### src/rtl/down_counter_timer_pkg.sv
// down_counter_pkg: shared types and encodings for down_counter_timer.
//   state_t  : FSM state (IDLE, RUN, DONE), 2-bit encoded
//   ST_*     : fixed state encodings, usable where a plain constant is needed
package down_counter_pkg;

  localparam logic [1:0] ST_IDLE = 2'd0;
  localparam logic [1:0] ST_RUN  = 2'd1;
  localparam logic [1:0] ST_DONE = 2'd2;

  typedef enum logic [1:0] {
    IDLE = ST_IDLE,
    RUN  = ST_RUN,
    DONE = ST_DONE
  } state_t;

endpackage

### src/rtl/down_counter_timer_if.sv
// down_counter_timer_if: control/status bundle of the down-counter timer.
//   load, load_val, start, pause : commands from the controlling FSM
//   q, busy, tc, done            : registered timer status
//   master : controller side (drives commands, observes status)
//   slave  : timer side
interface down_counter_timer_if #(
  parameter int WIDTH = 4
);

  logic             load;
  logic [WIDTH-1:0] load_val;
  logic             start;
  logic             pause;
  logic [WIDTH-1:0] q;
  logic             busy;
  logic             tc;
  logic             done;

  modport master (
    output load, load_val, start, pause,
    input  q, busy, tc, done
  );

  modport slave (
    input  load, load_val, start, pause,
    output q, busy, tc, done
  );

endinterface

### src/rtl/down_counter_timer_prescaler.sv
// dct_prescaler: divides enabled clock cycles by PRESCALE.
//   clk   : clock, rising edge
//   rst   : asynchronous active-low reset
//   clr   : synchronous clear of the phase counter (wins over en)
//   en    : advance the phase counter this cycle
//   tick  : high in the enabled cycle that completes a PRESCALE-cycle period
// With PRESCALE=1 there is no counter and tick follows en directly.
module dct_prescaler #(
  parameter int PRESCALE = 1
) (
  input  logic clk,
  input  logic rst,
  input  logic clr,
  input  logic en,
  output logic tick
);

  if (PRESCALE == 1) begin : g_direct
    assign tick = en;
    // Clock, reset and clear have no function without a counter.
    logic unused_ports;
    assign unused_ports = clk ^ rst ^ clr;
  end else begin : g_count
    localparam int CW = $clog2(PRESCALE);
    localparam logic [CW-1:0] LAST = CW'(PRESCALE - 1);
    logic [CW-1:0] cnt;

    always_ff @(posedge clk or negedge rst) begin
      if (!rst) begin
        cnt <= '0;
      end else if (clr) begin
        cnt <= '0;
      end else if (en) begin
        cnt <= (cnt == LAST) ? '0 : cnt + CW'(1);
      end
    end

    assign tick = en && !clr && (cnt == LAST);
  end

endmodule

### src/rtl/down_counter_timer.sv
// down_counter_timer: loadable down-counter / timeout generator.
//   clk : clock, rising edge
//   rst : asynchronous active-low reset
//   bus : down_counter_timer_if.slave (load, load_val, start, pause in;
//         q, busy, tc, done out, all registered)
// Parameters: WIDTH (counter width), PRESCALE (clk cycles per decrement).
// Build option: define AUTO_RELOAD_EN to reload q from the last loaded value
// on terminal count and keep running (periodic tc) instead of stopping.
module down_counter_timer
  import down_counter_pkg::*;
#(
  parameter int WIDTH    = 4,
  parameter int PRESCALE = 1
) (
  input logic             clk,
  input logic             rst,
  down_counter_timer_if.slave bus
);

  state_t           state, state_nxt;
  logic [WIDTH-1:0] q_r, q_nxt;
  logic [WIDTH-1:0] reload_reg, reload_nxt;
  logic             tc_r, tc_nxt;
  logic             busy_r, done_r;
  logic             arm_r, arm_nxt;
  logic             tick, pre_en, pre_clr;

  // The first RUN cycle only arms the prescaler, so with PRESCALE=1 the
  // first decrement lands two edges after start is sampled and terminal
  // count comes N*PRESCALE cycles after that arming edge.
  assign pre_en  = (state == RUN) && arm_r && !bus.pause;
  assign pre_clr = bus.load || (state != RUN);

  dct_prescaler #(.PRESCALE(PRESCALE)) u_prescaler (
    .clk  (clk),
    .rst  (rst),
    .clr  (pre_clr),
    .en   (pre_en),
    .tick (tick)
  );

  always_ff @(posedge clk or negedge rst) begin
    if (!rst) begin
      state      <= IDLE;
      q_r        <= '0;
      reload_reg <= '0;
      tc_r       <= 1'b0;
      busy_r     <= 1'b0;
      done_r     <= 1'b0;
      arm_r      <= 1'b0;
    end else begin
      state      <= state_nxt;
      q_r        <= q_nxt;
      reload_reg <= reload_nxt;
      tc_r       <= tc_nxt;
      busy_r     <= (state_nxt == RUN);
      done_r     <= (state_nxt == DONE);
      arm_r      <= arm_nxt;
    end
  end

  always_comb begin
    state_nxt  = state;
    q_nxt      = q_r;
    reload_nxt = reload_reg;
    tc_nxt     = 1'b0;
    if (bus.load) begin
      q_nxt      = bus.load_val;
      reload_nxt = bus.load_val;
      state_nxt  = IDLE;
    end else begin
      case (state)
        IDLE: begin
          if (bus.start) begin
            if (q_r != '0) begin
              state_nxt = RUN;
            end else begin
              state_nxt = DONE;
              tc_nxt    = 1'b1;
            end
          end
        end
        RUN: begin
          if (tick) begin
            if (q_r > WIDTH'(1)) begin
              q_nxt = q_r - WIDTH'(1);
            end else begin
              // Terminal tick; a zero count never decrements further.
              tc_nxt = (q_r == WIDTH'(1));
`ifdef AUTO_RELOAD_EN
              if (reload_reg != '0) begin
                q_nxt = reload_reg;
              end else begin
                q_nxt     = '0;
                state_nxt = DONE;
              end
`else
              q_nxt     = '0;
              state_nxt = DONE;
`endif
            end
          end
        end
        DONE: begin
          state_nxt = DONE;
        end
        default: begin
          state_nxt = IDLE;
        end
      endcase
    end
    arm_nxt = (state == RUN) && (state_nxt == RUN);
  end

`ifndef AUTO_RELOAD_EN
  // The reload value only feeds the auto-reload path.
  logic unused_reload;
  assign unused_reload = ^reload_reg;
`endif

  assign bus.q    = q_r;
  assign bus.busy = busy_r;
  assign bus.tc   = tc_r;
  assign bus.done = done_r;

endmodule

### src/flat_wrapper.sv
// flat-port wrapper written by rule: the top's interface ports become plain ports
module down_counter_timer_flat import down_counter_pkg::*;
#(
  parameter int WIDTH    = 4,
  parameter int PRESCALE = 1
)
  (clk, rst, bus_load, bus_load_val, bus_start, bus_pause, bus_q, bus_busy, bus_tc, bus_done);
  down_counter_timer_if #(.WIDTH(WIDTH)) bus_i ();
  input logic clk;
  input logic rst;
  input wire logic [$bits(bus_i.load)-1:0] bus_load;
  input wire logic [$bits(bus_i.load_val)-1:0] bus_load_val;
  input wire logic [$bits(bus_i.start)-1:0] bus_start;
  input wire logic [$bits(bus_i.pause)-1:0] bus_pause;
  output wire logic [$bits(bus_i.q)-1:0] bus_q;
  output wire logic [$bits(bus_i.busy)-1:0] bus_busy;
  output wire logic [$bits(bus_i.tc)-1:0] bus_tc;
  output wire logic [$bits(bus_i.done)-1:0] bus_done;
  assign bus_i.load = bus_load;
  assign bus_i.load_val = bus_load_val;
  assign bus_i.start = bus_start;
  assign bus_i.pause = bus_pause;
  assign bus_q = bus_i.q;
  assign bus_busy = bus_i.busy;
  assign bus_tc = bus_i.tc;
  assign bus_done = bus_i.done;
  down_counter_timer #(.WIDTH(WIDTH), .PRESCALE(PRESCALE)) u_core (.clk(clk), .rst(rst), .bus(bus_i));
endmodule
### config.mk
export PLATFORM = sky130hd
export DESIGN_NAME = down_counter_timer_flat
export DESIGN_NICKNAME = d
export VERILOG_FILES = /design/src/rtl/down_counter_timer_pkg.sv /design/src/rtl/down_counter_timer_if.sv /design/src/rtl/down_counter_timer_prescaler.sv /design/src/rtl/down_counter_timer.sv /design/src/flat_wrapper.sv
export SDC_FILE = /design/constraint.sdc
export NUM_CORES = 1
export LEC_CHECK = 0
export ABC_AREA = 1
export CORE_UTILIZATION = 46
export DETAILED_ROUTE_END_ITERATION = 10
export PLACE_DENSITY = 0.77
export SYNTH_ARGS = -nofsm -noshare
export SYNTH_HDL_FRONTEND = slang
export SYNTH_SLANG_ARGS = --single-unit
### constraint.sdc
create_clock -name clk -period 1.4 [get_ports clk]
set_input_delay 0.28 -clock clk [delete_from_list [all_inputs] [get_ports clk]]
set_output_delay 0.28 -clock clk [all_outputs]
set_load 0.1 [all_outputs]
==> metrics.yaml <==
synth_nets: 100
synth_seq_cells: 10
finalCritPeriodShare_pct: 97.2
routed_wl_mm: 1.34
drc_errors: 0
wl_per_cell_um: 10.9
synth.cell_area_um2: 654
crit_type: "reg -> out"
yosys_warnings: 0
cts.sinks: 10
synth_compound_area_share_pct: 4.78
route.met2.wl_um: 656
synth.area.mux_share_pct: 0
tightest_slew_ns: 0.471
required_ns: 1.12
grt_max_degree: 11
htreeDepth: 1
synth_common_cells: "nand2_1 (21), inv_1 (16), dfrtp_1 (10)"
highest_layer: "met4"
postCtsHoldBufs: 0
path_max_fanout: 4
synthAdderAreaFrac_pct: 5.74
die_w_um: 39.7
netlist_instances: 88
antenna_found_initial: 0
clock.fmax_mhz: 735
synth_xor_area_share_pct: 1.34
dr.pass1.iters: 4
pre_cts_slack_ns: 0.0163
synthTopCellsByArea: "dfrtp_1 (38%), nand2_1 (12%), inv_1 (9.2%), nand2_2 (6.7%), ha_1 (5.7%)"
comb_power_share_pct: 37.9
vias: 594
synth_flop_cell: "dfrtp_1"
root_buffer: "clkbuf_4"
slowest_stage: "dfrtp_4"
finalNetCount: 121
grt.overflow.total: 0
clkTransAtPathRegs_ns: 0.07
fin_crit_ns: 1.36
clockBufferDepth: 2
initial_core_util_pct: 49.7
clkPwrFrac_pct: 26.9
clk_latency_ns: 0.26
row_count: 13
die_h_um: 39.7
critPathMaxStageDelay_ns: 0.51
finalNonFillerCells: 123
fin_ws_ns: 0.0396
cts_buffers: 3
grt_use_total_pct: 20.5
ant_nets: 0
hold_class: "in -> async"
grt_pass1_wl_mm: 2.14
placed_cells: 118
swShare_pct: 38.0
synthSimpleGateAreaFrac_pct: 37.1
startpoint_type: "flop"
power_frac_seq_pct: 35.2
power.switching_w: 0.000377
fin_setup_tns_ns: 0
wl_met3_um: 43
wl_met1_um: 585
internal-power_w: 0.000615
worst_ep_arrival_time_ns: 1.08
syn-mean-instance-area_um2: 7.44
maxSlewViolCount: 0
die-area_um2: 1580
synth_area_leader_cell: "dfrtp_1"
vias_per_cell: 4.83
ir_drop_uv: 593
path_cells: "buf_4 > buf_12"
diodes: 0
cts_tree: "built"
synth_edf_count: 0
r2r_setup_slack_ns: 0.09
slew_headroom_pct: 68.5
synth_cell_types: 19
fin_skew_ns: 0.00184
synth_top_family_by_area: "simple AND/OR/NAND/NOR gates"
powerDensity_nw_per_um2: 1030
worstSetupEndpointType: "output port"
async_reset_ff_share_pct: 100
numPortBuffers: 15
drt-initial-drc-count: 14
status: "finished clean"
gp_congestion: 0.801
p_leak_nw: 0.506
synth_top_area_share_pct: 38.2
setup_viol: 0
core_um2: 1320
rsz0062_at_grt: "true"
drive_gt1_share_pct: 36.1
yosysMostFrequentCell: "nand2_1"
synth_seq_area_share_pct: 38.2
num_io_pins: 16
grt_pass1_vias: 533
hpwl_um: 1000
maxCapViolations: 0
synthToLayoutAreaGrowth_pct: 46.7
final_hold_viol_count: 0
## worst max-delay path, delay by kind of cell (launching register included)
family,cells,cell delay [ns]
flops,1,0.51
buf+inv,2,0.31
## logic make-up (layout without fill, tap and decap cells)
logic type | Yosys count | in the layout
flops | 10 | 10
simple gates | 47 | 47
buf+inv | 22 | 42
compound gates | 5 | 5
fa+ha+maj | 3 | 3
xor+xnor | 1 | 1
## layout make-up
| type | instances | area (µm²) |
|---|---|---|
| flip-flops and latches | 10 | 260 |
| multi-input cells | 56 | 325 |
| repair buffers | 17 | 235 |
| well taps | 15 | 18.8 |
| clock buffers | 4 | 36.3 |
| inverters | 21 | 83.8 |
| fillers | 87 | 358 |
## flip-flops by register name, summed over array words and instances, names as in the netlist
| name | count |
|---|---|
| u_core.arm_r | 1 |
| u_core.bus.busy | 1 |
| u_core.bus.done | 1 |
| u_core.bus.q | 4 |
| u_core.bus.tc | 1 |
| u_core.state | 2 |
## layer usage
layer	global-route usage [%]	up-vias
li1	-	305
met1	25.7	262
met2	33.2	19
met3	3.41	8
met4	10.3	0
met5	0	-
## power by group through the flow
| stage | clock (W) | combinational [W] | sequential (W) |
|---|---|---|---|
| finish | 0.000267 | 0.000376 | 0.000349 |
| global route | 0.000280 | 0.000404 | 0.000352 |
| CTS | 0.000268 | 0.000372 | 0.000350 |
| detailed placement | 0 | 0.000369 | 0.000356 |
| global placement | 0 | 0.000364 | 0.000356 |
| floorplan | 0 | 0.000125 | 0.000466 |
## layout by cell type, fill, tap and decap left out, types with 2 or more instances in the layout
cell type and n:
inv_2 4, nor2_2 2, dfrtp_2 2, nand4_1 3, buf_12 7, inv_1 14, a21oi_1 3, nand2_1 21
dfrtp_1 6, nand2_2 7, dfrtp_4 2, nor2_4 2, clkbuf_4 3, nand3_1 6, clkdlybuf4s50_1 8, nor2_1 4
ha_2 2, buf_4 2, inv_4 2
## timing repair
action                                  4_1_cts  5_1_grt
endpoints found under the setup margin        0        5
hold endpoints to repair                      0        0
gates resized for setup                       0        1
buffers inserted                              0        1
## per-stage QoR
stage / total power [W] / hold WS (ns) / utilization (%) / area [µm²]
6_report: 0.000992 / 0.334 / 72.8 / 960
5_1_grt: 0.00104 / 0.371 / 72.8 / 960
4_1_cts: 0.000991 / 0.346 / 72.1 / 950
3_5_place_dp: 0.000724 / 0.578 / 69.3 / 913
3_3_place_gp: 0.000720 / 0.572 / 69.3 / 913
2_1_floorplan: 0.000591 / -0.0156 / - / 672
## path summary, 6_finish.rpt
path	from	end	depth (start not counted)
setup / recovery	u_core.bus.q[0]	bus_q[0]	2
hold / removal	rst	u_core.bus.done	1
setup reg to reg	u_core.bus.q[1]	u_core.bus.q[2]	5
hold reg to reg	u_core.state[0]	u_core.arm_r	2
max in group asynchronous	rst	u_core.bus.q[0]	1
min in group clk	u_core.state[0]	u_core.arm_r	2
No activity file was read; power rests on OpenSTA's default activity.
==> patch 1: new RTL, same settings <==
The option `AUTO_RELOAD_EN` is turned on by a define.
--- a/src/rtl/down_counter_timer.sv
+++ b/src/rtl/down_counter_timer.sv
@@ -7,4 +7,6 @@
 // Build option: define AUTO_RELOAD_EN to reload q from the last loaded value
 // on terminal count and keep running (periodic tc) instead of stopping.
+`define AUTO_RELOAD_EN
+
 module down_counter_timer
   import down_counter_pkg::*;
Function: changed (Yosys sat finds a counterexample within 10 cycles, from zero or initial values and one cycle with rst low).
==> patch 1 against the original RTL <==
The run now ends with design-rule violations, negative setup slack left; non-clock buffer count up 7; synthesized cell count is 15% higher; worst setup slack worse by 0.068 ns; sequential cell count grew 4; die area increased by 21%; cell area up 24%; largest power group unchanged; synthesized area increased by 22%; fmax shrank 4.8%; worst hold slack got worse by 0.13 ns; critical path type unchanged; power is 43% higher; routed wire length is 44% higher; combinational power is 69% higher.
==> patch 1: results (changes against the original RTL) <==
| Metric | Value |
|---|---|
| XOR/XNOR Fraction of Synth Area | `1.10% (-0.24 points)` |
| Worst Hold Class | `primary input to asynchronous set/reset pin` |
| PostCTS Resize Cnt | `0 (unchanged)` |
| TritonRoute pass-1 iters | `7 (+3)` |
| Largest net degree at the start of global routing | `10 (-1)` |
| Sw frac | `42.3% (+4.4 points)` |
| Peak VDD IR | `1300 uV (+120%)` |
| Htree depth | `1 (unchanged)` |
| Met3 usage | `2.92% (-0.49 points)` |
| Clock Latency Late Sink | `0.30 ns (+0.04 ns)` |
| Routed wl met3 | `57 um (+33%)` |
| Clk slew on worst S/H paths | `0.10 ns (+0.03 ns)` |
| Drt drc | `2 (+2)` |
| Slew @ Worst Pin | `0.275 ns (-0.196 ns)` |
| DP Area | `1130 sq um (+24%)` |
| Delay-heaviest family, CP | `flip-flops` |
| Comb power | `636 uW (+69%)` |
| Final RePlAce weighted congestion | `0.753 (-5.9%)` |
| Grt met2 use | `38.5% (+5.3 points)` |
| Net Count, Synth | `112 (+12%)` |
| Status | `finished, violations left` |
| Met2 WL post-DR | `997 um (+52%)` |
| Uppermost layer routed | `met4` |
| Total Routing Usage GR | `22.4% (+1.9 points)` |
| Crit-path max FO | `4 (unchanged)` |
| M1 WL | `787 um (+35%)` |
| First-pass GRT wire length | `3030 um (+42%)` |
| Cell types with the highest counts after synthesis | `nand2_1 (23), dfrtp_1 (14), inv_1 (14)` |
| Initial antenna violation count | `0 (unchanged)` |
| Compound-cell area share of the yosys netlist | `10.5% (+5.7 points)` |
| # fillers | `110 (+26%)` |
| Wire per inst | `13.4 um (+23%)` |
| Mux cell area share after synthesis | `0% (unchanged)` |
| NumNets Final | `140 (+16%)` |
| Ant diodes | `0 (unchanged)` |
| Port Buf Inserts | `15 (unchanged)` |
| Leak | `0.000578 uW (+14%)` |
| Proportion of layout cells with a drive suffix above 1 | `35.2% (-0.95 points)` |
| DP Wirelength | `1510 um (+51%)` |
| Drt initial violations | `19 (+5)` |
| Netlist cell types | `20 (+1)` |
| Root buffer cell | `clkbuf_4` |
| Top cells by area, synth | `dfrtp_1 (44%), nand2_1 (11%), inv_1 (6.6%)` |
| CTS buffer count | `3 (unchanged)` |
| Met1 usage | `26.7% (+0.98 points)` |
| # setup viols final | `1 (+1)` |
| Ys async rst share | `100% (unchanged)` |
| Vias post-DR | `737 (+24%)` |
| Clk_skew | `0.0186 ns (+0.0168 ns)` |
| Clock buffer depth | `2 (unchanged)` |
| Yosys warning count | `0 (unchanged)` |
| Register area share after synthesis | `43.8% (+5.6 points)` |
| Post-CTS setup buffer count | `0 (unchanged)` |
| Slowest Stage Delay on Critical Path | `0.54 ns (+0.03 ns)` |
| Seq pwr share | `36.9% (+1.7 points)` |
| Adder-Cell Fraction of Synth Area | `3.13% (-2.6 points)` |
| Worst path slowest cell | `dfrtp_4` |
| CP arrival | `1.15 ns (+0.07 ns)` |
| Failing checks | `design-rule violations, negative setup slack` |
| Setup WS post-layout | `-0.0285 ns (-0.0681 ns)` |
==> patch 1: cells by family (layout without fill, tap and decap cells) <==
kind of cell             Yosys count  after routing
AND/OR/NAND/NOR                   52             52
buffers and inverters             19             46
flip-flops                        14             14
AO/OA/AOI/OAI                     13             13
adder cells (fa/ha/maj)            2              2
XOR/XNOR                           1              1
==> patch 1: stage by stage <==
stage / setup slack, ns / TNS, ns / std cells / power [uW] / hold slack [ns]
floorplan: 0.00281 / 0 / 101 / 916 / -0.0156
global placement: -0.0460 / -0.161 / 138 / 1120 / 0.505
detailed placement: -0.111 / -0.355 / 138 / 1140 / 0.533
CTS: 0.0490 / 0 / 142 / 1390 / 0.228
global route: -0.0303 / -0.0403 / 144 / 1470 / 0.239
finish: -0.0285 / -0.0285 / 144 / 1420 / 0.201
==> patch 1: layout make-up <==
class                   count  area (sq um)  area share, %
inverters                  18          72.6           6.11
flip-flops and latches     14           360           30.3
well taps                  16          20.0           1.68
clock buffers               4          26.3           2.21
repair buffers             24           300           25.3
multi-input cells          68           409           34.4
==> patch 1: final timing paths <==
path	slack [ns]	cells after the start	endpoint	startpoint
setup / recovery	-0.03	2	bus_q[0]	u_core.bus.q[0]$_DFFE_PN0P_
hold / removal	0.20	1	u_core.reload_reg[3]$_DFFE_PN0P_	rst
setup reg to reg	0.06	7	u_core.state[0]$_DFF_PN0_	u_core.bus.q[0]$_DFFE_PN0P_
hold reg to reg	0.55	2	u_core.reload_reg[1]$_DFFE_PN0P_	u_core.reload_reg[1]$_DFFE_PN0P_
max in group asynchronous	0.77	2	u_core.reload_reg[2]$_DFFE_PN0P_	rst
min in group clk	0.53	3	u_core.reload_reg[3]$_DFFE_PN0P_	bus_load_val[3]
==> patch 2: new RTL, same settings <==
Without the edit above. Take the reset off `q_r` and load it in a clocked block of its own.
--- a/src/rtl/down_counter_timer.sv
+++ b/src/rtl/down_counter_timer.sv
@@ -43,5 +43,4 @@
     if (!rst) begin
       state      <= IDLE;
-      q_r        <= '0;
       reload_reg <= '0;
       tc_r       <= 1'b0;
@@ -51,5 +50,4 @@
     end else begin
       state      <= state_nxt;
-      q_r        <= q_nxt;
       reload_reg <= reload_nxt;
       tc_r       <= tc_nxt;
@@ -58,4 +56,8 @@
       arm_r      <= arm_nxt;
     end
+  end
+
+  always_ff @(posedge clk) begin
+    q_r <= q_nxt;
   end
 
Behaviour: not the same (a bounded check fails within 4 cycles, from zero or initial values and one cycle with rst low).
==> patch 2 against the original RTL <==
Cell count shrank 14%; core utilization grew 10 points; clock skew is 0.0019 ns higher; largest power group unchanged; sequential cell count is the same; sequential share of layout area grew 1.7 points; worst setup slack got worse by 0.033 ns; count of clock-buffer cells in the layout is the same; synthesized area decreased by 12%; routed wire length up 10%; power down 0.84%; synthesized cell count down 24%; cell area down 2.3%; highest routed layer unchanged; die area fell by 12%.
==> patch 2: results (changes against the original RTL) <==
| Metric | Value |
|---|---|
| Cts hold-fix bufs | `0 (unchanged)` |
| DP Wirelength | `889 um (-11%)` |
| Status | `finished clean` |
| Yosys warning count | `0 (unchanged)` |
| Drt initial violations | `18 (+4)` |
| Largest net degree at the start of global routing | `8 (-3)` |
| Vias in the first global route | `465 (-13%)` |
| DP Area | `868 sq um (-4.9%)` |
| Via density | `4.91 (+1.6%)` |
| Total Routing Usage GR | `24.0% (+3.5 points)` |
| Number of flops mapped to enable cells by yosys | `4 (+4)` |
| Layout Cells excl Fill | `106 (-14%)` |
| Worst reg2reg path depth | `7 (+2)` |
| Leak | `0.000446 uW (-12%)` |
| Top cells by area, synth | `dfrtp_1 (26%), edfxtp_1 (21%), nand2_1 (7.9%)` |
| Peak VDD IR | `938 uV (+58%)` |
| Worst Hold Class | `primary input to asynchronous set/reset pin` |
| # fillers | `60 (-31%)` |
| Wire per inst | `13.9 um (+28%)` |
| Cells after Synth | `67 (-24%)` |
| Setup slack at placement | `-0.0488 ns (-0.0651 ns)` |
| Slew @ Worst Pin | `0.268 ns (-0.203 ns)` |
| Net Count, Synth | `79 (-21%)` |
| Clk slew on worst S/H paths | `0.07 ns (about the same)` |
| Ys async rst share | `60.0% (-40 points)` |
| Proportion of layout cells with a drive suffix above 1 | `44.6% (+8.5 points)` |
| Crit-path max FO | `4 (unchanged)` |
| Clock buffer depth | `2 (unchanged)` |
| Register area share after synthesis | `47.2% (+8.9 points)` |
| Port Buf Inserts | `15 (unchanged)` |
| TritonRoute pass-1 iters | `4 (unchanged)` |
| Final RePlAce weighted congestion | `0.857 (+7.0%)` |
| Switching power total | `351 uW (-6.9%)` |
| Clk_skew | `0.00376 ns (+0.00192 ns)` |
| Cell types with the highest counts after synthesis | `nand2_1 (12), inv_1 (10), dfrtp_1 (6)` |
| First-pass GRT wire length | `2100 um (-1.6%)` |
| Placed cells | `100 (-15%)` |
| CP arrival | `1.53 ns (+0.45 ns)` |
[patch 2: changes by cell type in the layout (fill, tap and decap cells not counted), sizes merged]
cell	change
nand2	-12
inv	-6
buf	+5
o21ai	+5
dfrtp	-4
edfxtp	+4
nand3	-4
nor2	-2
clkinv	-1
nand4	-1
xnor2	+1
xor2	-1
[patch 2: worst max-delay path, cell delays in order (launching register included)]
cell	delay, ns
edfxtp_1	0.46
inv_2	0.14
ha_4	0.16
inv_2	0.03
nand2_1	0.07
nand2_2	0.08
o21bai_1	0.24
a21oi_1	0.10
[patch 2: power by group through the flow]
stage | registers (uW) | clock network [uW] | logic [uW]
detailed placement | 361 | 0 | 341
CTS | 356 | 271 | 348
floorplan | 467 | 0 | 101
global placement | 359 | 0 | 339
global route | 359 | 276 | 387
finish | 357 | 257 | 370
[patch 2: cell families after synthesis]
logic type	count (synthesis)	share of synthesized area [%]
compound gates	10	9.17
buf+inv	15	10.0
simple gates	28	25.5
flops	10	47.2
xor+xnor	1	1.53
fa+ha+maj	3	6.55
[patch 2: layout make-up]
type,instances,area [sq um],share of cell area [%]
repair buffers,22,273,29.1
well taps,14,17.5,1.87
flip-flops and latches,10,270,28.8
clock buffers,4,36.3,3.87
inverters,14,52.6,5.61
multi-input cells,42,288,30.7
[patch 2: layer usage]
layer	vias to the layer above	part of all wire, %	global-route usage, %
li1	258	-	-
met1	242	40	29.4
met2	16	53	35.5
met3	4	3.3	5.36
met4	0	3.3	20.4
met5	-	0	0
[patch 2: stage by stage]
stage	util, %	hold slack [ns]	TNS, ns
floorplan	-	-0.0156	-4.24
global placement	77.1	0.531	-0.195
detailed placement	77.1	0.533	-0.195
CTS	80.3	0.247	0
global route	83.2	0.256	-0.0214
finish	83.2	0.253	0
[patch 2: what timing repair did]
action,CTS,global route
buffers inserted,0,2
endpoints found under the setup margin,0,4
resized for setup,0,5
[patch 2: final timing paths]
check	from	to	slack, ns
min reg2reg	u_core.state[0]$_DFF_PN0_	u_core.arm_r$_DFF_PN0_	0.61
max reg2reg	u_core.bus.q[0]$_DFFE_PP_	u_core.bus.busy$_DFF_PN0_	0.006
max	u_core.bus.q[0]$_DFFE_PP_	u_core.bus.busy$_DFF_PN0_	0.006
max in group asynchronous	rst	u_core.state[1]$_DFF_PN0_	0.94
min in group clk	u_core.state[0]$_DFF_PN0_	u_core.arm_r$_DFF_PN0_	0.61
min	rst	u_core.bus.tc$_DFF_PN0_	0.25
